$ cat src/rtl/proc_io_pkg.sv
// Shared types and constants for the processor IO output path.
// io_entry_t is sized for the default NUBITS=16 / NUIOOU=8 configuration.
package proc_io_pkg;

    localparam int NUBITS_DEF = 16;
    localparam int NUIOOU_DEF = 8;
    localparam int NBADDR_DEF = $clog2(NUIOOU_DEF);
    localparam int DROPCNT_W  = 16;

    typedef struct packed {
        logic [NBADDR_DEF-1:0] addr;
        logic [NUBITS_DEF-1:0] data;
    } io_entry_t;

    // Packed {addr,data} width for an arbitrary configuration.
    function automatic int entry_width(input int nubits, input int nuioou);
        return nubits + $clog2(nuioou);
    endfunction

endpackage

$ cat src/rtl/io_out_fifo_if.sv
// Processor-write side and valid/ready drain side of io_out_fifo.
// The slave modport is the FIFO's view; master is the producer/consumer view.
interface io_out_fifo_if #(
    parameter int NUBITS = 16,
    parameter int NBADDR = 3
);
    logic [NUBITS-1:0] io_out;
    logic [NBADDR-1:0] addr_out;
    logic              out_en;
    logic [NUBITS-1:0] m_data;
    logic [NBADDR-1:0] m_addr;
    logic              m_valid;
    logic              m_ready;

    modport slave  (input  io_out, addr_out, out_en, m_ready,
                    output m_data, m_addr, m_valid);
    modport master (output io_out, addr_out, out_en, m_ready,
                    input  m_data, m_addr, m_valid);
endinterface

$ cat src/rtl/fifo_sync_fx.sv
// Generic single-clock show-ahead FIFO: head word is visible on rdata whenever
// not empty; a push into a full FIFO is accepted only when a pop frees a slot.
module fifo_sync_fx #(
    parameter  int WIDTH = 19,
    parameter  int DEPTH = 16,
    localparam int PW    = $clog2(DEPTH),
    localparam int LW    = PW + 1
) (
    input  logic             clk,
    input  logic             rst,
    input  logic             push,
    input  logic             pop,
    input  logic [WIDTH-1:0] wdata,
    output logic [WIDTH-1:0] rdata,
    output logic             full,
    output logic             empty,
    output logic [LW-1:0]    level
);

    logic [WIDTH-1:0] mem_q [DEPTH];
    logic [PW-1:0]    rd_ptr_q, rd_ptr_d;
    logic [PW-1:0]    wr_ptr_q, wr_ptr_d;
    logic [LW-1:0]    level_q, level_d;
    logic             push_ok, pop_ok;

    assign full  = (level_q == LW'(DEPTH));
    assign empty = (level_q == '0);
    assign level = level_q;
    // Storage is never reset; an empty FIFO presents zero on its head.
    assign rdata = empty ? '0 : mem_q[rd_ptr_q];

    always_comb begin
        pop_ok   = pop & ~empty;
        push_ok  = push & (~full | pop_ok);
        rd_ptr_d = rd_ptr_q + PW'(pop_ok);
        wr_ptr_d = wr_ptr_q + PW'(push_ok);
        level_d  = level_q;
        if (push_ok && !pop_ok)
            level_d = level_q + LW'(1);
        else if (pop_ok && !push_ok)
            level_d = level_q - LW'(1);
    end

    always_ff @(posedge clk) begin
        if (rst) begin
            rd_ptr_q <= '0;
            wr_ptr_q <= '0;
            level_q  <= '0;
        end else begin
            rd_ptr_q <= rd_ptr_d;
            wr_ptr_q <= wr_ptr_d;
            level_q  <= level_d;
        end
    end

    always_ff @(posedge clk) begin
        if (push_ok)
            mem_q[wr_ptr_q] <= wdata;
    end

endmodule

$ cat src/rtl/io_out_fifo.sv
// Buffers processor OUT writes as {addr,data} entries and drains them to a
// valid/ready stream. Optional IO_OUT_FIFO_DROPCNT_EN adds a saturating drop counter.
import proc_io_pkg::*;

module io_out_fifo #(
    parameter  int                NUBITS  = 16,
    parameter  int                NUIOOU  = 8,
    parameter  int                FDEPTH  = 16,
    parameter  logic [NUIOOU-1:0] PORTMSK = {NUIOOU{1'b1}},
    localparam int                NBADDR  = $clog2(NUIOOU),
    localparam int                NBLVL   = $clog2(FDEPTH) + 1
) (
    input  logic                 clk,
    input  logic                 rst,
    io_out_fifo_if.slave         bus,
    output logic [NBLVL-1:0]     level,
    output logic                 ovf,
`ifdef IO_OUT_FIFO_DROPCNT_EN
    output logic [DROPCNT_W-1:0] drop_cnt,
`endif
    input  logic                 ovf_clr
);

    localparam int EW = entry_width(NUBITS, NUIOOU);

    logic          push, pop, drop, port_en;
    logic          fifo_full, fifo_empty;
    logic [EW-1:0] wdata, rdata;
    logic          ovf_q, ovf_d;

    // Addresses beyond NUIOOU match no mask bit and are therefore ignored.
    always_comb begin
        port_en = 1'b0;
        for (int i = 0; i < NUIOOU; i++)
            if (int'(bus.addr_out) == i) port_en = PORTMSK[i];
    end

    assign push  = bus.out_en & port_en;
    assign pop   = bus.m_valid & bus.m_ready;
    assign drop  = push & fifo_full & ~pop;
    assign wdata = {bus.addr_out, bus.io_out};

    fifo_sync_fx #(
        .WIDTH (EW),
        .DEPTH (FDEPTH)
    ) u_fifo (
        .clk   (clk),
        .rst   (rst),
        .push  (push),
        .pop   (pop),
        .wdata (wdata),
        .rdata (rdata),
        .full  (fifo_full),
        .empty (fifo_empty),
        .level (level)
    );

    assign {bus.m_addr, bus.m_data} = rdata;
    assign bus.m_valid = ~fifo_empty;

    // A drop in the same cycle as a clear leaves the flag set.
    always_comb begin
        ovf_d = ovf_q;
        if (ovf_clr) ovf_d = 1'b0;
        if (drop)    ovf_d = 1'b1;
    end

    always_ff @(posedge clk) begin
        if (rst) ovf_q <= 1'b0;
        else     ovf_q <= ovf_d;
    end

    assign ovf = ovf_q;

`ifdef IO_OUT_FIFO_DROPCNT_EN
    logic [DROPCNT_W-1:0] drop_cnt_q, drop_cnt_d;

    always_comb begin
        drop_cnt_d = drop_cnt_q;
        if (ovf_clr)
            drop_cnt_d = DROPCNT_W'(drop);
        else if (drop && drop_cnt_q != '1)
            drop_cnt_d = drop_cnt_q + DROPCNT_W'(1);
    end

    always_ff @(posedge clk) begin
        if (rst) drop_cnt_q <= '0;
        else     drop_cnt_q <= drop_cnt_d;
    end

    assign drop_cnt = drop_cnt_q;
`endif

endmodule

$ cat src/flat_wrapper.sv
// flat-port wrapper written by rule: the top's interface ports become plain ports
module io_out_fifo_flat import proc_io_pkg::*;
#(
    parameter  int                NUBITS  = 16,
    parameter  int                NUIOOU  = 8,
    parameter  int                FDEPTH  = 16,
    parameter  logic [NUIOOU-1:0] PORTMSK = {NUIOOU{1'b1}},
    localparam int                NBADDR  = $clog2(NUIOOU),
    localparam int                NBLVL   = $clog2(FDEPTH) + 1
)
  (clk, rst, level, ovf, ovf_clr, bus_io_out, bus_addr_out, bus_out_en, bus_m_ready, bus_m_data, bus_m_addr, bus_m_valid);
  io_out_fifo_if #(.NUBITS(NUBITS), .NBADDR(3)) bus_i ();
  input  logic clk;
  input  logic rst;
  output logic [NBLVL-1:0] level;
  output logic ovf;
  input  logic ovf_clr;
  input wire logic [$bits(bus_i.io_out)-1:0] bus_io_out;
  input wire logic [$bits(bus_i.addr_out)-1:0] bus_addr_out;
  input wire logic [$bits(bus_i.out_en)-1:0] bus_out_en;
  input wire logic [$bits(bus_i.m_ready)-1:0] bus_m_ready;
  output wire logic [$bits(bus_i.m_data)-1:0] bus_m_data;
  output wire logic [$bits(bus_i.m_addr)-1:0] bus_m_addr;
  output wire logic [$bits(bus_i.m_valid)-1:0] bus_m_valid;
  assign bus_i.io_out = bus_io_out;
  assign bus_i.addr_out = bus_addr_out;
  assign bus_i.out_en = bus_out_en;
  assign bus_i.m_ready = bus_m_ready;
  assign bus_m_data = bus_i.m_data;
  assign bus_m_addr = bus_i.m_addr;
  assign bus_m_valid = bus_i.m_valid;
  io_out_fifo #(.NUBITS(NUBITS), .NUIOOU(NUIOOU), .FDEPTH(FDEPTH), .PORTMSK(PORTMSK)) u_core (.clk(clk), .rst(rst), .bus(bus_i), .level(level), .ovf(ovf), .ovf_clr(ovf_clr));
endmodule
$ cat config.mk
export PLATFORM = sky130hd
export DESIGN_NAME = io_out_fifo_flat
export DESIGN_NICKNAME = d
export VERILOG_FILES = /design/src/rtl/proc_io_pkg.sv /design/src/rtl/io_out_fifo_if.sv /design/src/rtl/fifo_sync_fx.sv /design/src/rtl/io_out_fifo.sv /design/src/flat_wrapper.sv
export SDC_FILE = /design/constraint.sdc
export NUM_CORES = 1
export LEC_CHECK = 0
export ABC_AREA = 1
export BUFFER_PORTS_ARGS = -buffer_cell sky130_fd_sc_hd__clkbuf_2
export CORE_MARGIN = 2
export CORE_UTILIZATION = 30
export DETAILED_ROUTE_END_ITERATION = 12
export PLACE_DENSITY = 0.53
export SLEW_MARGIN = 20
export SYNTH_ARGS = -nofsm -noshare
export SYNTH_HDL_FRONTEND = slang
export SYNTH_SLANG_ARGS = --single-unit
$ cat constraint.sdc
create_clock -name clk -period 5.6 [get_ports clk]
set_input_delay 0.56 -clock clk [delete_from_list [all_inputs] [get_ports clk]]
set_output_delay 0.56 -clock clk [all_outputs]
set_load 0.02 [all_outputs]
After elaboration in Yosys (flattened, before gate mapping)
Memories as Yosys holds them, arrays and structs flattened. A register that Yosys moved wholly into a read port is not among the register bits.
Index checks and enable logic that the tools add are counted.
{"block": "totals", "ramBits": 304, "out_inout_bits": 26, "n_memories": 1, "regBits": 14}
{"name": "u_core.u_fifo.mem_q", "words": 16, "width": 19, "read_ports": 1, "rd_clocked_by_memory_dff": 1, "wr": 1, "line_no": "fifo_sync_fx.sv:20", "rtl": "logic [WIDTH-1:0] mem_q [DEPTH];"}
{"block": "classes", "addsub": 4, "n_eq_ne": 8, "n_bitwise": 10, "n_mux": 16, "reduce_logical": 8}
{"operator": "19-bit 2-to-1 mux", "count": 1}
{"operator": "3-bit equality test, second input constant", "count": 4}
{"operator": "1-bit 2-to-1 mux", "count": 12}
{"operator": "5-bit 2-to-1 mux", "count": 2}
{"operator": "4-bit by 1-bit adder with 4-bit output", "count": 2}
{"operator": "1-bit AND", "count": 6}
{"operator": "3-bit by 2-bit equality test with 1-bit output, second input constant", "count": 2}
{"operator": "5-bit by 1-bit adder with 5-bit output, second input constant", "count": 1}
{"operator": "5-bit equality test, second input constant", "count": 1}
{"operator": "5-bit logical NOT", "count": 1}
{"operator": "5-bit by 1-bit subtractor with 5-bit output, second input constant", "count": 1}
{"operator": "4-bit 2-to-1 mux", "count": 1}
{"operator": "2-bit nonzero test", "count": 2}
{"operator": "3-bit by 1-bit equality test with 1-bit output, second input constant", "count": 1}
{"operator": "3-bit logical NOT", "count": 1}
{"operator": "1-bit inverter", "count": 3}
{"operator": "1-bit logical AND", "count": 2}
{"operator": "1-bit logical NOT", "count": 2}
{"operator": "1-bit bitwise OR", "count": 1}

Logic depth before layout (Yosys ltp)
Gate-level depths: netlist of run 1.
{"block": "logic_depth", "word_depth": 15, "depth_mapped": 16, "depth_no_buf": 15}

Cells and area by module
A second synthesis of run 1 with hierarchy kept.
{"block": "hier_totals", "cells_unflattened": 1125, "hier_area_um2": 13062.5}
{"mod": "fifo_sync_fx", "instances": 1, "seq_area_each_um2": 9389.0, "area_each_um2": 12995.0, "cells_per_inst": 1114}
{"mod": "io_out_fifo", "instances": 1, "seq_area_each_um2": 20.0, "area_each_um2": 67.6, "cells_per_inst": 11}

Least setup slack after synthesis of run 1
No wires, ideal clock.
{"block": "synth_path", "path_type": "register -> register", "startpoint": "reg u_core.u_fifo.level_q[0], in the netlist u_core.u_fifo.level[0]", "endpoint": "reg u_core.u_fifo.level_q[4], in the netlist u_core.u_fifo.level[4]", "arrival_ns": 2.332, "stages_incl_launch_ff": 16, "synth_period_minus_slack_ns": 2.403, "setup_ns": 0.071, "required_time_ns": 5.529, "setup_slack_ns": 3.197, "path_cell_list": "dfxtp_1 > inv_1 > nand3_1 > nor2_1 > buf_2 > inv_1 > nand2_1 > ha_1 > inv_1 > ha_1 > or2_2 > nand2_1 > nand2b_1 > nand2_1 > nand2_1 > a21oi_1"}
{"block": "synth_via", "elab_chain_cells": 9}
{"element": "from (decl)", "line_no": "fifo_sync_fx.sv:23", "rtl": "logic [LW-1:0] level_q, level_d;"}
{"element": "from (signal assigned)", "line_no": "fifo_sync_fx.sv:52", "rtl": "level_q <= level_d;"}
{"element": "5-bit logical NOT *", "line_no": "fifo_sync_fx.sv:27", "rtl": "assign empty = (level_q == '0);"}
{"element": "1-bit inverter *", "line_no": "io_out_fifo.sv:59", "rtl": "assign bus.m_valid = ~fifo_empty;"}
{"element": "via bus_m_valid", "line_no": "flat_wrapper.sv:24", "rtl": "output wire logic [$bits(bus_i.m_valid)-1:0] bus_m_valid;"}
{"element": "1-bit AND", "line_no": "io_out_fifo.sv:39", "rtl": "assign pop = bus.m_valid & bus.m_ready;"}
{"element": "1-bit AND *", "line_no": "fifo_sync_fx.sv:33", "rtl": "pop_ok = pop & ~empty;"}
{"element": "1-bit bitwise OR", "line_no": "fifo_sync_fx.sv:34", "rtl": "push_ok = push & (~full | pop_ok);"}
{"element": "1-bit AND", "line_no": "fifo_sync_fx.sv:34"}
{"element": "1-bit logical NOT", "line_no": "fifo_sync_fx.sv:40", "rtl": "else if (pop_ok && !push_ok)"}
{"element": "1-bit logical AND", "line_no": "fifo_sync_fx.sv:40"}
{"element": "2-bit nonzero test (no source line)"}
The timed path passes the listed nets; every way through them passes the cells marked *. The select of a mux whose other input is x is not followed.
A chain may end at the register's enable or synchronous reset.

==> results.md, run 1 <==
* Critical path buffer and inverter count at 3
* Post_cts resized at 0
* Clock power frac at 0.308
* Share of layout cells above drive strength 1 at 0.120
* Cells after Synth at 1122
* Dominant cell type by area after synthesis: edfxtp_1
* Total global routing overflow at 0
* RSZ-0062 raised after global routing: false
* First-pass GRT wire length at 49900 um
* Arrival time at the worst endpoint at 3.73 ns
* Max-Cap Viols at 0
* Yosys warnings at 0
* Via count at 8307
* Int Power at 0.00441 W
* DR pass1 iterations at 5
* Floorplan Core Area at 43000 um^2
* Hold Vio Cnt, Final at 0
* Setup ws final at 1.31 ns
* Rows at 76
* Max incr delay on CP at 0.91 ns
* R2R setup slack at 2.57 ns
* Fmax at 0.233 GHz
* Hold_buf cts at 0
* Die width at 213 um
* Post-synth top flop: edfxtp_1
* Placement Cell Area at 13900 um^2
* Final instance area at 14900 um^2
* R2r endpoint: u_core.u_fifo.mem_q[14][10]$_DFFE_PP_
* Commonest cells in the netlist: nand2_1, edfxtp_1, nand3_1, nor2_1, buf_2
* Outcome: complete, no violations
* Worst Setup Start Kind: flop
* CTS tree: yes
* Per-cell via count in the routed design at 4.69
* Post-synth EDFFs at 304
* Detail Route Antenna Nets at 0
* Layout area overhead at 13.9%
* Area contributors post-synth: edfxtp_1, nand2_1, nand3_1
* CP max stage cell: clkinv_2
* Worst Hold Path EP: u_core.ovf$_SDFFE_PP0P_
* Crit path cell chain: clkinv_2 -> buf_4 -> nand3_1 -> nand3_1 -> nand2_1 -> nand2_1 -> a21oi_1 -> clkbuf_2
* Setup TNS at 0 ns
* Worst-skew pair later-pin latency at 0.58 ns
* Post-CTS Setup Bufs at 0
* Synth async-reset ratio at 0
* Hold Path Cell Cnt at 3
* Slew HR at 0.308
* Post-synthesis sequential area ratio at 0.721
* Mean Syn Cell Area at 11.6 um^2
* Leakage dissipation at 5.37 nW
* Largest fanout on the critical path at 55
* Nets at 1196
* Worst Tran Pin Value at 1.04 ns
* Total die area at 45200 um^2
* Routed Wire Length at 33200 um
* Power density cells at 451 nW/um^2
* Worst Setup SP: u_core.u_fifo.rd_ptr_q[1]$_SDFF_PP0_
* Syn_nets at 1155
* Die height at 213 um
* Reg2Reg Depth at 7
* Top-count cell post-synth: nand2_1
* Switching power total at 0.00229 W
* IO Count at 50
* Hold_sp: bus_out_en
* Clock root buffer: clkbuf_16
* Initial core utilization at 0.304
* ANT cells at 0
* Global placer's final weighted congestion at 0.723
* Kind of cell adding the most delay to the critical path: buffers and inverters
* Initial DRC count at 871
* Synth unique cells at 25
* WL/cell at 18.7 um
* Clk pin slew, worst setup/hold paths at 0.06 ns
* Number of global-route vias before repair at 7930
* Share of the synthesized area in the top cell type at 0.699
* Worst r2r src: u_core.u_fifo.level[0]$_SDFFE_PP0P_
* DP HPWL at 17700 um
* Hold Path Class: in -> reg
* #FFs+latches synth at 318
* Max VDD drop at 232 uV
* Flop pwr share at 0.422
* H-tree levels at 1
* Pin count of the biggest net entering global routing at 85
* CTS buffer count at 31
* Tcrit/Tclk final at 0.765
* Crit Path Category: reg -> out
* Clock buffer depth at 3
* Final Setup Violations at 0
* Minimum clock period at 4.29 ns
* Layout Cells excl Fill at 1772
* Total GRT Usage at 0.148
* Port Buffers at 49
* Sink Count at 318
* Logic pwr share at 0.270
* Initial antenna violation count at 0
* CP required at 5.04 ns
* Worst slack at placement at 2.19 ns
* Inst Count DP at 1715
* Clock Skew at 0.0259 ns
* Mapped cell area at 13100 um^2
* Fin util at 0.346
* Worst setup EP type: output pin
* DRC viols at 0
* Fin. max-slew vios at 0
* Switching Fraction at 0.342
## cell type report
type / count / area (um^2)
well taps: 585 / 732
clock buffers: 37 / 798
inverters: 23 / 92.6
fillers: 4315 / 28100
multi-input cells: 715 / 3190
clock inverters: 20 / 196
flip-flops and latches: 318 / 9420
repair buffers: 74 / 433
## power groups by stage
stage	logic [W]	registers, W	clock network [W]
final	0.00181	0.00283	0.00206
after global routing	0.00203	0.00285	0.00220
after CTS	0.00184	0.00283	0.00211
after detailed placement	0.00183	0.00288	0
after global placement	0.00182	0.00288	0
after floorplan	0.00140	0.00278	0
## metrics by stage
| stage | hold slack [ns] | total power, W |
|---|---|---|
| after floorplan | 0.494 | 0.00418 |
| after global placement | 0.455 | 0.00470 |
| after detailed placement | 0.463 | 0.00472 |
| after CTS | 0.217 | 0.00678 |
| after global routing | 0.239 | 0.00708 |
| final | 0.239 | 0.00670 |
## worst reg2reg max path, delay by kind of cell, from the launching register on
family                 cells  cell delay [ns]
AND/OR/NAND/NOR            5             1.85
buffers and inverters      2             0.46
flip-flops                 1             0.42
## worst max-delay path by stage
stage	to	slack (ns)	cells past startpoint
2_1_floorplan	u_core.u_fifo.level[4]$_SDFFE_PP0P_	3.20	15
3_3_place_gp	bus_m_data[5]	2.18	8
3_5_place_dp	bus_m_addr[2]	2.19	9
4_1_cts	bus_m_addr[2]	1.57	9
5_1_grt	bus_m_data[14]	1.06	8
6_report	bus_m_data[14]	1.31	8
## layer usage
metal,wire length [um],vias to the layer above,GRT usage
met5,0,-,0
met4,603,0,0.0357
met3,1740,42,0.0185
met2,15700,221,0.242
met1,15100,4061,0.210
li1,-,3983,-
## placed cells by master (no fill, tap or decap), types with 11 or more instances in the layout
cell and count:
nor2_2 17, edfxtp_1 304, a21oi_1 24, nand2_1 403, clkbuf_2 49, dfxtp_1 11, clkbuf_16 31, nor2_1 14
inv_1 21, nand3_1 233, buf_4 25
## registers in the layout, indices dropped and copies added, names as in the netlist
| name | cells |
|---|---|
| u_core.u_fifo.rd_ptr_q | 4 |
| u_core.ovf | 1 |
| u_core.u_fifo.mem_q | 304 |
| u_core.u_fifo.level | 5 |
| u_core.u_fifo.wr_ptr_q | 4 |
## kinds of logic (layout without fill, tap and decap cells)
kind of cell               count (synthesis)  count (layout)  synth area share
DFF                                      318             318             0.721
buffers and inverters                     89             154            0.0378
xor gates and xnor gates                   5               5           0.00336
and+or+nand+nor                          670             670             0.216
AOI/OAI and AO/OA                         31              31            0.0131
adders and majority gates                  9               9           0.00920
(Power assumes the default switching activity.)
==> run 2, diff against run 1 <==
==> constraint.sdc (replaced) <==
create_clock -name clk -period 4 [get_ports clk]
set_input_delay 0.4 -clock clk [delete_from_list [all_inputs] [get_ports clk]]
set_output_delay 0.4 -clock clk [all_outputs]
set_load 0.02 [all_outputs]
==> run 2 against run 1 <==
Effect of this change: die area unchanged; wire length increased by 2.9%; largest cell class unchanged; combinational power increased by 53%; critical path depth unchanged; critical endpoint unchanged.
==> results.md, run 2 (synthesis results as in run 1) <==
* DR pass1 iterations at 5 (unchanged)
* Floorplan Core Area at 43000 um^2 (unchanged)
* Max reg flops at 304 (unchanged)
* Arrival time at the worst endpoint at 2.79 ns (-0.94 ns)
* Post_cts resized at 0 (unchanged)
* Die height at 213 um (unchanged)
* Global placer's final weighted congestion at 0.765 (+5.8%)
* Leakage dissipation at 5.41 nW (+0.79%)
* Most common cell after layout, fill and taps aside: nand2_1
* Flop pwr share at 0.398 (-0.024)
* Max Used Layer: met4
* Total GRT Usage at 0.155 (+0.00697)
* Port Buffers at 49 (unchanged)
* Worst Tran Pin Value at 0.987 ns (-0.0506 ns)
* CTS buffer count at 34 (+9.7%)
* Outcome: complete, no violations
* First-pass GRT wire length at 52300 um (+4.6%)
* Clk pin slew, worst setup/hold paths at 0.06 ns (about the same)
* RSZ-0062 raised after global routing: false
* Max VDD drop at 478 uV (+110%)
* Most frequent cells in the layout: nand2_1, edfxtp_1, nand3_1, clkbuf_2, clkbuf_16
* Per-cell via count in the routed design at 4.68 (-0.11%)
* Largest register by flop count: u_core.u_fifo.mem_q
* Layout area overhead at 14.8%
* Worst-skew pair later-pin latency at 0.53 ns (-0.05 ns)
* Max-Cap Viols at 0 (unchanged)
* Fin. max-slew vios at 0 (unchanged)
* Largest fanout on the critical path at 153 (+180%)
* Fillers at 4348 (+0.76%)
* Sequential cell area at 9420 um^2 (unchanged)
* Total die area at 45200 um^2 (unchanged)
* Initial DRC count at 681 (-22%)
* Hold_buf cts at 0 (unchanged)
* Final Setup Violations at 0 (unchanged)
* Clock Skew at 0.0242 ns (-0.00162 ns)
* Hold Vio Cnt, Final at 0 (unchanged)
* Minimum clock period at 3.19 ns
* ANT cells at 0 (unchanged)
* Setup TNS at 0 ns (unchanged)
* Worst Setup Start Kind: flop
* Met2 wire len at 16500 um (+4.8%)
* Tcrit/Tclk final at 0.798
* Die width at 213 um (unchanged)
* DP HPWL at 19600 um (+11%)
* Clock buffer depth at 3 (unchanged)
* Crit Path Category: reg -> out
* Clock root buffer: clkbuf_16
* IO Count at 50 (unchanged)
* Clock power frac at 0.315 (+0.007)
* Detail Route Antenna Nets at 0 (unchanged)
* WL met3 at 1310 um (-25%)
* Rows at 76 (unchanged)
* Power density cells at 644 nW/um^2 (+43%)
* Share of layout cells above drive strength 1 at 0.122 (+0.00285)
* Via count at 8321 (+0.17%)
* Sink Count at 318 (unchanged)
* Worst setup EP type: output pin
* CTS tree: yes
* WL/cell at 19.2 um (+2.6%)
* Area of the multi-input gates at 3200 um^2 (+0.31%)
* Pin count of the biggest net entering global routing at 154 (+81%)
* Int Power at 0.00629 W (+43%)
* Inst Count DP at 1716 (+0.058%)
* Post-CTS Setup Bufs at 0 (unchanged)
* Nets at 1200 (+0.33%)
* Logic pwr share at 0.287 (+0.017)
* Hold Path Class: in -> reg
* DRC viols at 0 (unchanged)
* Initial antenna violation count at 0 (unchanged)
* Switching power total at 0.00336 W (+47%)
* Slew HR at 0.342 (+0.0345)
* Layout Cells excl Fill at 1777 (+0.28%)
* DRT met1 WL at 15500 um (+3.0%)
* Number of global-route vias before repair at 8305 (+4.7%)
* Initial core utilization at 0.304 (unchanged)
* H-tree levels at 2 (+1)
* Total global routing overflow at 0 (unchanged)
* Routed Wire Length at 34100 um (+2.9%)
* Switching Fraction at 0.348 (+0.00661)
* Fmax at 0.313 GHz
* CP required at 3.60 ns (-1.44 ns)
-- run 2: layout make-up --
type                       instances  area share
clock buffer                      45      0.0609
multi-input combinational        715       0.214
tap                              585      0.0488
timing repair buffer              75      0.0319
sequential                       318       0.628
clock inverter                    16      0.0103
inverter                          23     0.00609
-- run 2: final timing paths --
check | cells past startpoint | end | slack, ns | start
worst max register to register | 15 | u_core.u_fifo.level[4]$_SDFFE_PP0P_ | 1.48 | u_core.u_fifo.level[0]$_SDFFE_PP0P_
worst min-delay path | 3 | u_core.ovf$_SDFFE_PP0P_ | 0.12 | bus_out_en
worst max-delay path | 8 | bus_m_data[14] | 0.81 | u_core.u_fifo.rd_ptr_q[0]$_SDFF_PP0_
worst min register to register | 2 | u_core.ovf$_SDFFE_PP0P_ | 0.46 | u_core.ovf$_SDFFE_PP0P_
-- run 2: per-layer routing --
layer / global-route usage / up-vias
met5: 0 / -
met2: 0.257 / 157
met3: 0.0210 / 47
met1: 0.212 / 4130
met4: 0.0470 / 0
li1: - / 3987
-- run 2: critical path: stages (launching register included) --
cell and delay, ns:
dfxtp_4 0.38, buf_12 0.36, nand2_1 0.12, nand3_1 0.12, nand3_1 0.15, nand2_1 0.13
nand2_1 0.05, a21oi_1 0.35, clkbuf_2 0.25
-- run 2: power groups by stage --
stage / sequential (W) / combinational [W] / clock, W
finish: 0.00384 / 0.00277 / 0.00304
detailed placement: 0.00391 / 0.00281 / 0
floorplan: 0.00389 / 0.00197 / 0
global placement: 0.00391 / 0.00280 / 0
global route: 0.00385 / 0.00311 / 0.00322
CTS: 0.00384 / 0.00282 / 0.00310
-- run 2: metrics by stage --
step	hold WS [ns]	cell area [um^2]	total power [W]	setup WS [ns]	utilization
2_1_floorplan	0.494	13100	0.00586	1.60	-
3_3_place_gp	0.454	13900	0.00671	1.35	0.324
3_5_place_dp	0.454	13900	0.00672	1.43	0.324
4_1_cts	0.109	15000	0.00976	0.857	0.349
5_1_grt	0.128	15000	0.0102	0.632	0.349
6_report	0.121	15000	0.00965	0.809	0.349
